File: src/rtl/instruction_fetch_unit_pkg.sv
// Shared types for the instruction fetch unit: decoded record, prefix
// attributes, opcode attribute record and prefix byte constants.
package instruction_fetch_unit_pkg;

    localparam int unsigned PC_W  = 16;
    localparam int unsigned LEN_W = 4;

    typedef enum logic [1:0] {
        SREG_DS1 = 2'd0,
        SREG_PS  = 2'd1,
        SREG_SS  = 2'd2,
        SREG_DS0 = 2'd3
    } sreg_index_e;

    typedef enum logic [2:0] {
        REP_NONE  = 3'd0,
        REP_REP   = 3'd1,
        REP_REPNE = 3'd2,
        REP_REPC  = 3'd3,
        REP_REPNC = 3'd4
    } rep_e;

    typedef struct packed {
        logic [PC_W-1:0]  start_pc;
        logic [LEN_W-1:0] len;
        logic             seg_valid;
        sreg_index_e      seg;
        rep_e             rep;
        logic             buslock;
        logic             ext;
        logic [7:0]       opcode;
        logic [7:0]       modrm;
        logic [15:0]      disp16;
        logic [15:0]      imm16;
        logic [7:0]       imm8b;
    } decoded_instr_t;

    typedef struct packed {
        logic       is_prefix;
        logic       has_modrm;
        logic       imm_if_reg0;
        logic [1:0] imm_size;
    } opcode_attr_t;

    localparam logic [7:0] PFX_DS1   = 8'h26;
    localparam logic [7:0] PFX_PS    = 8'h2E;
    localparam logic [7:0] PFX_SS    = 8'h36;
    localparam logic [7:0] PFX_DS0   = 8'h3E;
    localparam logic [7:0] PFX_LOCK  = 8'hF0;
    localparam logic [7:0] PFX_REPNE = 8'hF2;
    localparam logic [7:0] PFX_REP   = 8'hF3;
    localparam logic [7:0] PFX_REPNC = 8'h64;
    localparam logic [7:0] PFX_REPC  = 8'h65;
    localparam logic [7:0] OP_EXT    = 8'h0F;

    function automatic opcode_attr_t attr_mk(logic modrm, logic [1:0] imm, logic reg0);
        opcode_attr_t a;
        a.is_prefix   = 1'b0;
        a.has_modrm   = modrm;
        a.imm_size    = imm;
        a.imm_if_reg0 = reg0;
        return a;
    endfunction

    // Displacement bytes implied by a ModR/M byte.
    function automatic logic [1:0] modrm_disp_size(logic [7:0] m);
        logic [1:0] ds;
        ds = 2'd0;
        if (m[7:6] == 2'b00 && m[2:0] == 3'b110) ds = 2'd2;
        else if (m[7:6] == 2'b01)                ds = 2'd1;
        else if (m[7:6] == 2'b10)                ds = 2'd2;
        return ds;
    endfunction

endpackage

File: src/rtl/opcode_attr_rom.sv
// Combinational opcode attribute table.
//   ext  : 1 selects the 0x0F extended table
//   op   : opcode byte
//   attr : prefix flag, ModR/M presence, immediate size, F6/F7 reg-0 immediate rule
module opcode_attr_rom
    import instruction_fetch_unit_pkg::*;
(
    input  logic         ext,
    input  logic [7:0]   op,
    output opcode_attr_t attr
);

    always_comb begin
        attr = '0;
        if (!ext) begin
            // 00-3F ALU rows: columns 0-3 are r/m forms, 4 is acc,imm8, 5 is acc,imm16
            if (op[7:6] == 2'b00) begin
                if (op[2] == 1'b0)          attr = attr_mk(1'b1, 2'd0, 1'b0);
                else if (op[2:0] == 3'd4)   attr = attr_mk(1'b0, 2'd1, 1'b0);
                else if (op[2:0] == 3'd5)   attr = attr_mk(1'b0, 2'd2, 1'b0);
            end
            case (op) inside
                PFX_DS1, PFX_PS, PFX_SS, PFX_DS0, PFX_LOCK,
                PFX_REPNE, PFX_REP, PFX_REPNC, PFX_REPC: attr.is_prefix = 1'b1;
                8'h62:                          attr = attr_mk(1'b1, 2'd0, 1'b0);
                8'h68:                          attr = attr_mk(1'b0, 2'd2, 1'b0);
                8'h69:                          attr = attr_mk(1'b1, 2'd2, 1'b0);
                8'h6A:                          attr = attr_mk(1'b0, 2'd1, 1'b0);
                8'h6B:                          attr = attr_mk(1'b1, 2'd1, 1'b0);
                [8'h70:8'h7F]:                  attr = attr_mk(1'b0, 2'd1, 1'b0);
                8'h80, 8'h82, 8'h83:            attr = attr_mk(1'b1, 2'd1, 1'b0);
                8'h81:                          attr = attr_mk(1'b1, 2'd2, 1'b0);
                [8'h84:8'h8F]:                  attr = attr_mk(1'b1, 2'd0, 1'b0);
                // Far pointer forms: only the offset word fits the record.
                8'h9A, 8'hEA:                   attr = attr_mk(1'b0, 2'd2, 1'b0);
                [8'hA0:8'hA3]:                  attr = attr_mk(1'b0, 2'd2, 1'b0);
                8'hA8:                          attr = attr_mk(1'b0, 2'd1, 1'b0);
                8'hA9:                          attr = attr_mk(1'b0, 2'd2, 1'b0);
                [8'hB0:8'hB7]:                  attr = attr_mk(1'b0, 2'd1, 1'b0);
                [8'hB8:8'hBF]:                  attr = attr_mk(1'b0, 2'd2, 1'b0);
                8'hC0, 8'hC1, 8'hC6:            attr = attr_mk(1'b1, 2'd1, 1'b0);
                8'hC2, 8'hCA:                   attr = attr_mk(1'b0, 2'd2, 1'b0);
                8'hC4, 8'hC5:                   attr = attr_mk(1'b1, 2'd0, 1'b0);
                8'hC7:                          attr = attr_mk(1'b1, 2'd2, 1'b0);
                8'hC8:                          attr = attr_mk(1'b0, 2'd3, 1'b0);
                8'hCD, 8'hD4, 8'hD5, 8'hEB:     attr = attr_mk(1'b0, 2'd1, 1'b0);
                [8'hD0:8'hD3], [8'hD8:8'hDF]:   attr = attr_mk(1'b1, 2'd0, 1'b0);
                [8'hE0:8'hE7]:                  attr = attr_mk(1'b0, 2'd1, 1'b0);
                8'hE8, 8'hE9:                   attr = attr_mk(1'b0, 2'd2, 1'b0);
                8'hF6:                          attr = attr_mk(1'b1, 2'd1, 1'b1);
                8'hF7:                          attr = attr_mk(1'b1, 2'd2, 1'b1);
                8'hFE, 8'hFF:                   attr = attr_mk(1'b1, 2'd0, 1'b0);
                default: ;
            endcase
        end else begin
            case (op) inside
                [8'h10:8'h17]:                  attr = attr_mk(1'b1, 2'd0, 1'b0);
                [8'h18:8'h1F]:                  attr = attr_mk(1'b1, 2'd1, 1'b0);
                8'h28, 8'h2A, 8'h31, 8'h33:     attr = attr_mk(1'b1, 2'd0, 1'b0);
                8'h39, 8'h3B:                   attr = attr_mk(1'b1, 2'd1, 1'b0);
                8'hFF:                          attr = attr_mk(1'b0, 2'd1, 1'b0);
                default: ;
            endcase
        end
    end

endmodule

File: src/rtl/instruction_fetch_unit.sv
// Instruction fetch unit: pulls bytes from the 8-byte prefetch queue one per
// ce_1, assembles a decoded V33 instruction record and hands it to the EU.
//   ipq/ipq_len        : prefetch queue window and byte count from the BCU
//   ipq_head/pfp_set   : consume pointer and prefetch pointer reload strobe
//   redirect/_pc       : flush request and new PS offset from the EU
//   instr_valid/ack    : record handshake; instr is the decoded record
module instruction_fetch_unit
    import instruction_fetch_unit_pkg::*;
#(
    parameter int unsigned MAX_LEN = 15
)
(
    input  logic            clk,
    input  logic            reset,
    input  logic            ce_1,
    input  logic            ce_2,
    input  logic [7:0][7:0] ipq,
    input  logic [3:0]      ipq_len,
    output logic [15:0]     ipq_head,
    output logic            pfp_set,
    input  logic            redirect,
    input  logic [15:0]     redirect_pc,
    output logic            instr_valid,
    input  logic            instr_ack,
    output decoded_instr_t  instr
);

    typedef enum logic [2:0] {
        ST_OPCODE, ST_OPCODE2, ST_MODRM, ST_DISP, ST_IMM, ST_HOLD
    } state_e;

    state_e         state_q, state_d, st_w;
    logic [15:0]    ipq_head_q, ipq_head_d;
    logic           pfp_set_q, pfp_set_d;
    logic           instr_valid_q, instr_valid_d;
    decoded_instr_t instr_q, instr_d, rec_w;
    logic [1:0]     disp_size_q, disp_size_d;
    logic [1:0]     imm_size_q, imm_size_d;
    logic           imm_if_reg0_q, imm_if_reg0_d;
    logic [1:0]     byte_idx_q, byte_idx_d;
    logic [1:0]     imm_eff_w, ds_w;
    logic [7:0]     byte_c;
    opcode_attr_t   attr_c;
    logic           unused_ce_2;

    assign unused_ce_2 = ce_2;
    assign byte_c      = ipq[ipq_head_q[2:0]];

    opcode_attr_rom u_rom (
        .ext  (state_q == ST_OPCODE2),
        .op   (byte_c),
        .attr (attr_c)
    );

    // Next-state: redirect first, then ack, then at most one byte consumed.
    always_comb begin
        state_d       = state_q;
        ipq_head_d    = ipq_head_q;
        pfp_set_d     = pfp_set_q;
        instr_valid_d = instr_valid_q;
        instr_d       = instr_q;
        disp_size_d   = disp_size_q;
        imm_size_d    = imm_size_q;
        imm_if_reg0_d = imm_if_reg0_q;
        byte_idx_d    = byte_idx_q;
        st_w          = state_q;
        rec_w         = instr_q;
        imm_eff_w     = imm_size_q;
        ds_w          = 2'd0;

        if (ce_1) begin
            pfp_set_d = 1'b0;
            if (redirect) begin
                ipq_head_d    = redirect_pc;
                pfp_set_d     = 1'b1;
                instr_valid_d = 1'b0;
                instr_d       = '0;
                state_d       = ST_OPCODE;
            end else if (!pfp_set_q) begin
                // The cycle after a redirect is blanked: ipq_len is stale then.
                if (state_q == ST_HOLD && instr_ack) begin
                    st_w          = ST_OPCODE;
                    rec_w         = '0;
                    instr_valid_d = 1'b0;
                    instr_d       = '0;
                    state_d       = ST_OPCODE;
                end
                if (st_w != ST_HOLD && ipq_len != 4'd0) begin
                    ipq_head_d = ipq_head_q + 16'd1;
                    if (rec_w.len == '0)
                        rec_w.start_pc = ipq_head_q;
                    if (rec_w.len < LEN_W'(MAX_LEN))
                        rec_w.len = rec_w.len + LEN_W'(1);
                    case (st_w)
                        ST_OPCODE: begin
                            if (attr_c.is_prefix) begin
                                case (byte_c)
                                    PFX_DS1:   begin rec_w.seg_valid = 1'b1; rec_w.seg = SREG_DS1; end
                                    PFX_PS:    begin rec_w.seg_valid = 1'b1; rec_w.seg = SREG_PS;  end
                                    PFX_SS:    begin rec_w.seg_valid = 1'b1; rec_w.seg = SREG_SS;  end
                                    PFX_DS0:   begin rec_w.seg_valid = 1'b1; rec_w.seg = SREG_DS0; end
                                    PFX_LOCK:  rec_w.buslock = 1'b1;
                                    PFX_REPNE: rec_w.rep = REP_REPNE;
                                    PFX_REP:   rec_w.rep = REP_REP;
                                    PFX_REPNC: rec_w.rep = REP_REPNC;
                                    PFX_REPC:  rec_w.rep = REP_REPC;
                                    default: ;
                                endcase
                            end else if (byte_c == OP_EXT) begin
                                rec_w.ext = 1'b1;
                                st_w      = ST_OPCODE2;
                            end else begin
                                rec_w.opcode  = byte_c;
                                imm_size_d    = attr_c.imm_size;
                                imm_if_reg0_d = attr_c.imm_if_reg0;
                                byte_idx_d    = 2'd0;
                                st_w = attr_c.has_modrm ? ST_MODRM :
                                       (attr_c.imm_size != 2'd0) ? ST_IMM : ST_HOLD;
                            end
                        end
                        ST_OPCODE2: begin
                            rec_w.opcode  = byte_c;
                            imm_size_d    = attr_c.imm_size;
                            imm_if_reg0_d = attr_c.imm_if_reg0;
                            byte_idx_d    = 2'd0;
                            st_w = attr_c.has_modrm ? ST_MODRM :
                                   (attr_c.imm_size != 2'd0) ? ST_IMM : ST_HOLD;
                        end
                        ST_MODRM: begin
                            rec_w.modrm = byte_c;
                            // F6/F7 carry an immediate only for the TEST (reg 000) form
                            if (imm_if_reg0_q && byte_c[5:3] != 3'b000)
                                imm_eff_w = 2'd0;
                            ds_w        = modrm_disp_size(byte_c);
                            imm_size_d  = imm_eff_w;
                            disp_size_d = ds_w;
                            byte_idx_d  = 2'd0;
                            st_w = (ds_w != 2'd0) ? ST_DISP :
                                   (imm_eff_w != 2'd0) ? ST_IMM : ST_HOLD;
                        end
                        ST_DISP: begin
                            if (byte_idx_q == 2'd0) begin
                                rec_w.disp16 = (disp_size_q == 2'd1) ? {{8{byte_c[7]}}, byte_c}
                                                                     : {8'h00, byte_c};
                                byte_idx_d = 2'd1;
                            end else begin
                                rec_w.disp16[15:8] = byte_c;
                            end
                            if (byte_idx_q == 2'd1 || disp_size_q == 2'd1) begin
                                byte_idx_d = 2'd0;
                                st_w = (imm_size_q != 2'd0) ? ST_IMM : ST_HOLD;
                            end
                        end
                        ST_IMM: begin
                            byte_idx_d = byte_idx_q + 2'd1;
                            case (byte_idx_q)
                                2'd0: begin
                                    rec_w.imm16 = {8'h00, byte_c};
                                    if (imm_size_q == 2'd1) st_w = ST_HOLD;
                                end
                                2'd1: begin
                                    rec_w.imm16[15:8] = byte_c;
                                    if (imm_size_q == 2'd2) st_w = ST_HOLD;
                                end
                                default: begin
                                    rec_w.imm8b = byte_c;
                                    st_w        = ST_HOLD;
                                end
                            endcase
                        end
                        default: ;
                    endcase
                    state_d       = st_w;
                    instr_d       = rec_w;
                    instr_valid_d = (st_w == ST_HOLD);
                end
            end
        end
    end

    always_ff @(posedge clk) begin
        if (reset) begin
            state_q       <= ST_OPCODE;
            ipq_head_q    <= 16'h0000;
            pfp_set_q     <= 1'b0;
            instr_valid_q <= 1'b0;
            instr_q       <= '0;
            disp_size_q   <= 2'd0;
            imm_size_q    <= 2'd0;
            imm_if_reg0_q <= 1'b0;
            byte_idx_q    <= 2'd0;
        end else begin
            state_q       <= state_d;
            ipq_head_q    <= ipq_head_d;
            pfp_set_q     <= pfp_set_d;
            instr_valid_q <= instr_valid_d;
            instr_q       <= instr_d;
            disp_size_q   <= disp_size_d;
            imm_size_q    <= imm_size_d;
            imm_if_reg0_q <= imm_if_reg0_d;
            byte_idx_q    <= byte_idx_d;
        end
    end

    assign ipq_head    = ipq_head_q;
    assign pfp_set     = pfp_set_q;
    assign instr_valid = instr_valid_q;
    assign instr       = instr_q;

endmodule

File: config.mk
export PLATFORM = sky130hd
export DESIGN_NAME = instruction_fetch_unit
export DESIGN_NICKNAME = d
export VERILOG_FILES = /design/src/rtl/instruction_fetch_unit_pkg.sv /design/src/rtl/opcode_attr_rom.sv /design/src/rtl/instruction_fetch_unit.sv
export SDC_FILE = /design/constraint.sdc
export NUM_CORES = 1
export LEC_CHECK = 0
export ABC_AREA = 1
export BUFFER_PORTS_ARGS = -buffer_cell sky130_fd_sc_hd__buf_2
export CAP_MARGIN = 5
export CORE_MARGIN = 5
export CORE_UTILIZATION = 55
export CTS_CLUSTER_SIZE = 28
export DETAILED_ROUTE_END_ITERATION = 7
export PLACE_DENSITY = 0.83
export REMOVE_ABC_BUFFERS = 1
export SLEW_MARGIN = 15
export SYNTH_ARGS = -nofsm -noshare
export SYNTH_HDL_FRONTEND = slang
export SYNTH_SLANG_ARGS = --single-unit
File: constraint.sdc
create_clock -name clk -period 7.9 [get_ports clk]
set_clock_uncertainty 0.2 [all_clocks]
set_input_delay 1.185 -clock clk [delete_from_list [all_inputs] [get_ports clk]]
set_output_delay 1.185 -clock clk [all_outputs]
set_load 0.03 [all_outputs]
# After elaboration in Yosys (flattened, before gate mapping)
# Cells that the tools add are included.
[op_classes]
n_addsub = 3
magnitude_cmp = 22
eq_ne = 69
muxes = 151
n_bitwise = 2
reduce_logical = 51
[op_table]
columns = ["operator", "n"]
rows = [
  ["$mux W84", 7],
  ["$eq A8 B8 Y1 const B", 30],
  ["$mux W4", 31],
  ["$mux W16", 6],
  ["$eq A8 B6 Y1 const B", 10],
  ["$mux W8", 8],
  ["$eq A8 B7 Y1 const B", 7],
  ["$ge A8 B8 Y1 const B", 7],
  ["$le A8 B8 Y1 const B", 7],
  ["$mux W3", 18],
  ["$mux W2", 22],
  ["$mux W1", 41],
  ["$pmux W8 S2", 2],
  ["$mux W5", 5],
  ["$bmux W8 S3", 1],
  ["$mux W24", 1],
  ["$pmux W3 S4", 2],
  ["$eq A3 B3 Y1 const B", 6],
  ["$reduce_or A2 Y1", 9],
  ["$add A16 B1 Y16 const B", 1],
  ["$ge A8 B5 Y1 const B", 2],
  ["$le A8 B5 Y1 const B", 2],
  ["$pmux W3 S5", 1],
  ["$logic_and A1 B1 Y1", 14],
  ["35 further kinds", 58],
]
[word_totals]
regBits = 112
inputBits = 90
output_inout_bits = 102

# Longest topological paths before layout
[depth]
ltp_word = 50
depth_mapped = 26

# Hierarchy
# From an unflattened synthesis, not the netlist that was laid out.
[hier_totals]
cells_unflattened = 1208
hier_area_um2 = 7427.1
[modules_own_cells]
columns = ["module", "instances", "cells_each", "area_each_um2", "seq_area_each_um2"]
rows = [
  ["instruction_fetch_unit", 1, 1081, 6772.7, 2242.2],
  ["opcode_attr_rom", 1, 127, 654.4, 0.0],
]

# Worst setup path before layout
# OpenSTA, ideal clock, no wires.
[synth_timing]
kind = "in2reg"
from = "input port instr_ack"
to = "register instr_q, in the netlist instr[58]"
arrival_ps = 2871
required_time_ps = 7568
setup_slack_ps = 4696
cell_stages = 17
n_path_buf = 0
path_cell_list = "nand4_2 > inv_2 > nor2_1 > inv_2 > nand2_1 > nand2_1 > inv_2 > nand2_1 > nand2_2 > nor2_1 > nand2_1 > inv_1 > nand3_1 > nand3_1 > inv_1 > o21ai_0 > a21oi_1"
[synth_between]
elab_chain_len = 11
word_cells_on_any_way = 18
cone_classes = "eq/ne: 1; mux: 14; reduce/logical: 3"
[synth_rtl]
columns = ["item", "line", "source"]
rows = [
  ["start: declaration", "instruction_fetch_unit.sv:24", "input logic instr_ack,"],
  ["$logic_and A1 B1 Y1 (*)", "instruction_fetch_unit.sv:81", "if (state_q == ST_HOLD && instr_ack) begin"],
  ["$mux W84", "-", ""],
  ["$mux W84", "instruction_fetch_unit.sv:79", "end else if (!pfp_set_q) begin"],
  ["$mux W84", "instruction_fetch_unit.sv:73", "if (redirect) begin"],
  ["$mux W84", "instruction_fetch_unit.sv:71", "if (ce_1) begin"],
  ["$pmux W3 S4", "instruction_fetch_unit.sv:97", "case (byte_c)"],
  ["$mux W7", "instruction_fetch_unit.sv:96", "if (attr_c.is_prefix) begin"],
  ["$mux W8", "instruction_fetch_unit.sv:94", "case (st_w)"],
  ["$mux W84 (*)", "instruction_fetch_unit.sv:88", "if (st_w != ST_HOLD && ipq_len != 4'd0) begin"],
  ["$mux W84 (*)", "instruction_fetch_unit.sv:79", ""],
  ["$mux W84 (*)", "instruction_fetch_unit.sv:73", ""],
  ["end signal: assignment", "instruction_fetch_unit.sv:197", "instr_q <= instr_d;"],
  ["end: declaration", "instruction_fetch_unit.sv:36", "decoded_instr_t instr_q, instr_d, rec_w;"],
]
# Every way passes the cells marked *; elsewhere a longest branch is shown, timed or not. The select of a mux whose other input is x is not followed.
# A chain may end at the register's enable or synchronous reset.

# Worst setup path after layout
[layout_timing]
from = "input port instr_ack"
to = "register ipq_head_q[14] (netlist: ipq_head[14])"
[layout_between]
elab_chain_len = 9
[layout_rtl]
columns = ["item", "line", "source"]
rows = [
  ["$logic_and A1 B1 Y1", "instruction_fetch_unit.sv:81", ""],
  ["$mux W3", "-", ""],
  ["$mux W3", "instruction_fetch_unit.sv:79", ""],
  ["$mux W3", "instruction_fetch_unit.sv:73", ""],
  ["$mux W3", "instruction_fetch_unit.sv:71", ""],
  ["$ne A3 B3 Y1", "instruction_fetch_unit.sv:88", ""],
  ["$logic_and A1 B1 Y1", "instruction_fetch_unit.sv:88", ""],
  ["$reduce_bool A2 Y1 (no line)", "-", ""],
  ["$reduce_and A3 Y1 (no line)", "-", ""],
  ["end signal: assignment", "instruction_fetch_unit.sv:194", "ipq_head_q <= ipq_head_d;"],
  ["end: declaration", "instruction_fetch_unit.sv:33", "logic [15:0] ipq_head_q, ipq_head_d;"],
]
# No other way between the ends. The select of a mux whose other input is x is not followed.

==> results.yml <==
run_status:
  outcome: "complete, no violations"
cells_and_area:
  drive_above_1_share_pct: 19.2
  area_delta_synth_final_pct: 16.8
  fin_area_sq_um: 8410
  mostFrequentLayoutCells: "338 x nand2_1, 189 x buf_2, 174 x inv_1, 116 x a21oi_1"
  final_common_cell: "nand2_1"
  diodes: 0
  final_nets: 1434
sta:
  setup_viol: 0
  tns_ns: 0
  fin_crit_ns: 4.28
  period_share_pct: 54.2
  max_slew.worst_pin.slew_ns: 0.885
  rsz0062_at_grt: "false"
  slew_headroom_pct: 40.6
  clock.fmax_mhz: 233
  setup_ws_ns: 3.62
  whs_ns: 0.262
  hold_viol: 0
  report.final.slew_viol_count: 0
hold_path:
  min_to: "instr[3]"
  hold_start: "instr[3]"
  holdPathStages: 2
  hp-class: "flip-flop to flip-flop"
clocking:
  cts_resized: 0
  cts.sinks: 112
  cts_buffers: 9
  clk_path_buf_depth: 2
  clock_latency_ns: 0.36
  root_buffer: "clkbuf_16"
  cts.htree.levels: 3
  cts_tree: "yes"
  clk_pin_slew_ns: 0.08
  cts_setup_buffers: 0
  ctsHoldBuffers: 0
logic_synthesis:
  avgSynthCellArea_sq_um: 6.09
  synth_top_area_cell: "dfxtp_1"
  syn-instance-count: 1182
  synthesis.area_sq_um: 7200
  ys_types: 51
  synth_area_leaders: "dfxtp_1 31%, nand2_1 18%, inv_1 9.1%"
  async_reset_ff_share_pct: 0
  seq_area_frac_synth_pct: 31.1
  synth_seq_cells: 112
  synth-edff-count: 0
  synth_ff_type: "dfxtp_1"
  synth_top_area_share_pct: 31.1
  ys_warn_count: 0
route:
  antenna_left: 0
  vias_per_cell: 5.33
  wl_per_cell_microns: 14.9
  drtIter0Drc: 759
  wl_mm: 22.6
  drt_first_pass_iters: 5
  drt_drc_violations_left: 0
  vias: 8086
pwr:
  vdd_drop_max_v: 0.000146
  pwr_density_cell_nw_per_um2: 186
  leakage_uw: 0.00410
worst_setup_path:
  crit_type: "input port to flip-flop"
  path_max_fanout: 25
  rr_worst_depth: 21
  rr_endpoint: "instr_valid"
  crit-reg2reg-launch: "ipq_head[1]"
  setup.worst_path.end_class: "flip-flop"
  crit_path_start_kind: "input port"
  worst_ep_arrival_time_ns: 4.38
  worstPathRequired_ns: 7.99
  rrSetupSlack_ns: 3.98
floorplanning:
  initial_utilization_pct: 56.6
  floorplan.rows: 41
  design.die.area_sq_um: 15500
  core_area_sq_um: 12700
  io_pins: 192
  die_y_microns: 124
  die_w_microns: 124
global_routing:
  gr-total-overflow: 0
  grt_pass1_vias: 7262
  antenna_found_initial: 0
  track_usage_pct: 28.0
  grt_max_degree: 81
  grt_pass1_wl_mm: 36.5
placed_design:
  placement.cell_area_sq_um: 8120
  hpwl_mm: 16.2
  io_buffers: 190
  dp_slack_ns: 3.30
  gp_congestion: 0.963
flow_run:
  maxCapViolCount: 0
## metrics by stage
step / total power [uW] / utilization, % / std cells
3_3_place_gp: 1110 / 63.9 / 1500
3_5_place_dp: 1110 / 63.9 / 1500
2_1_floorplan: 951 / - / 1133
4_1_cts: 1560 / 66.1 / 1516
6_report: 1570 / 66.1 / 1516
5_1_grt: 1650 / 66.1 / 1516
## cell usage after synthesis (all sizes together) (6+ instances only)
library cell,instances
inv,187
o21ai,74
dfxtp,112
buf,20
nand4,8
nor2,119
o211ai,6
a22oi,8
nand2,356
a21oi,116
nand3,75
clkbuf,29
nor3,8
o22ai,25
## worst max path at each step
stage	start	cells past startpoint	to	slack, ns
2_1_floorplan	ce_1	11	disp_size_q[1]	4.09
3_3_place_gp	instr_ack	16	disp_size_q[1]	3.36
3_5_place_dp	instr_ack	16	disp_size_q[1]	3.30
4_1_cts	instr_ack	17	ipq_head[14]	3.66
5_1_grt	instr_ack	16	disp_size_q[1]	3.32
6_report	instr_ack	17	ipq_head[14]	3.62
## layer usage
layer / share of wire, % / up-vias / routed length [microns] / global-route usage, %
met5: 0 / - / 0 / 0
met4: 1.9 / 0 / 422 / 6.90
met3: 9.0 / 38 / 2050 / 7.55
met2: 48 / 321 / 10800 / 46.6
met1: 41 / 3633 / 9380 / 36.1
li1: - / 4094 / - / -
## cell families (layout without fill, tap and decap cells)
group           count (synthesis)  after routing  share of synthesized area (%)
buf+inv                       236            398                           13.8
compound gates                254            254                           19.8
flops                         112            112                           31.1
simple gates                  571            571                           33.8
fa+ha+maj                       5              5                          0.869
xor+xnor                        4              4                          0.486
## final cells by class
class / instances / area (sq um)
clock buffer: 9 / 225
clock inverter: 7 / 61.3
fill: 1257 / 4310
inverter: 187 / 712
multi-input combinational: 834 / 3960
sequential: 112 / 2240
tap: 172 / 215
timing repair buffer: 195 / 991
## power breakdown
group          switching, uW  total, uW  internal, uW
combinational            366        506           139
clock                    235        457           222
sequential              21.1        604           583
total                    622       1570           945
## flip-flops by register name, indices dropped and copies added (netlist names)
| signal | flops |
|---|---|
| imm_size_q | 2 |
| instr_valid | 1 |
| disp_size_q | 2 |
| imm_if_reg0_q | 1 |
| state_q | 3 |
| instr | 84 |
| byte_idx_q | 2 |
| ipq_head | 16 |
| pfp_set | 1 |
## critical path, stage by stage
cell	delay, ns
buf_2	0.09
nand4_2	0.57
inv_2	0.20
nor2_1	0.10
inv_2	0.08
nand2_1	0.08
nand2_1	0.16
inv_2	0.05
nand2_1	0.08
nand2_2	0.15
nor2_1	0.12
inv_1	0.04
nand2_1	0.51
inv_1	0.47
nor2_1	0.18
o21ai_0	0.12
a21oi_1	0.17
Power figures use the tool's default switching activity.
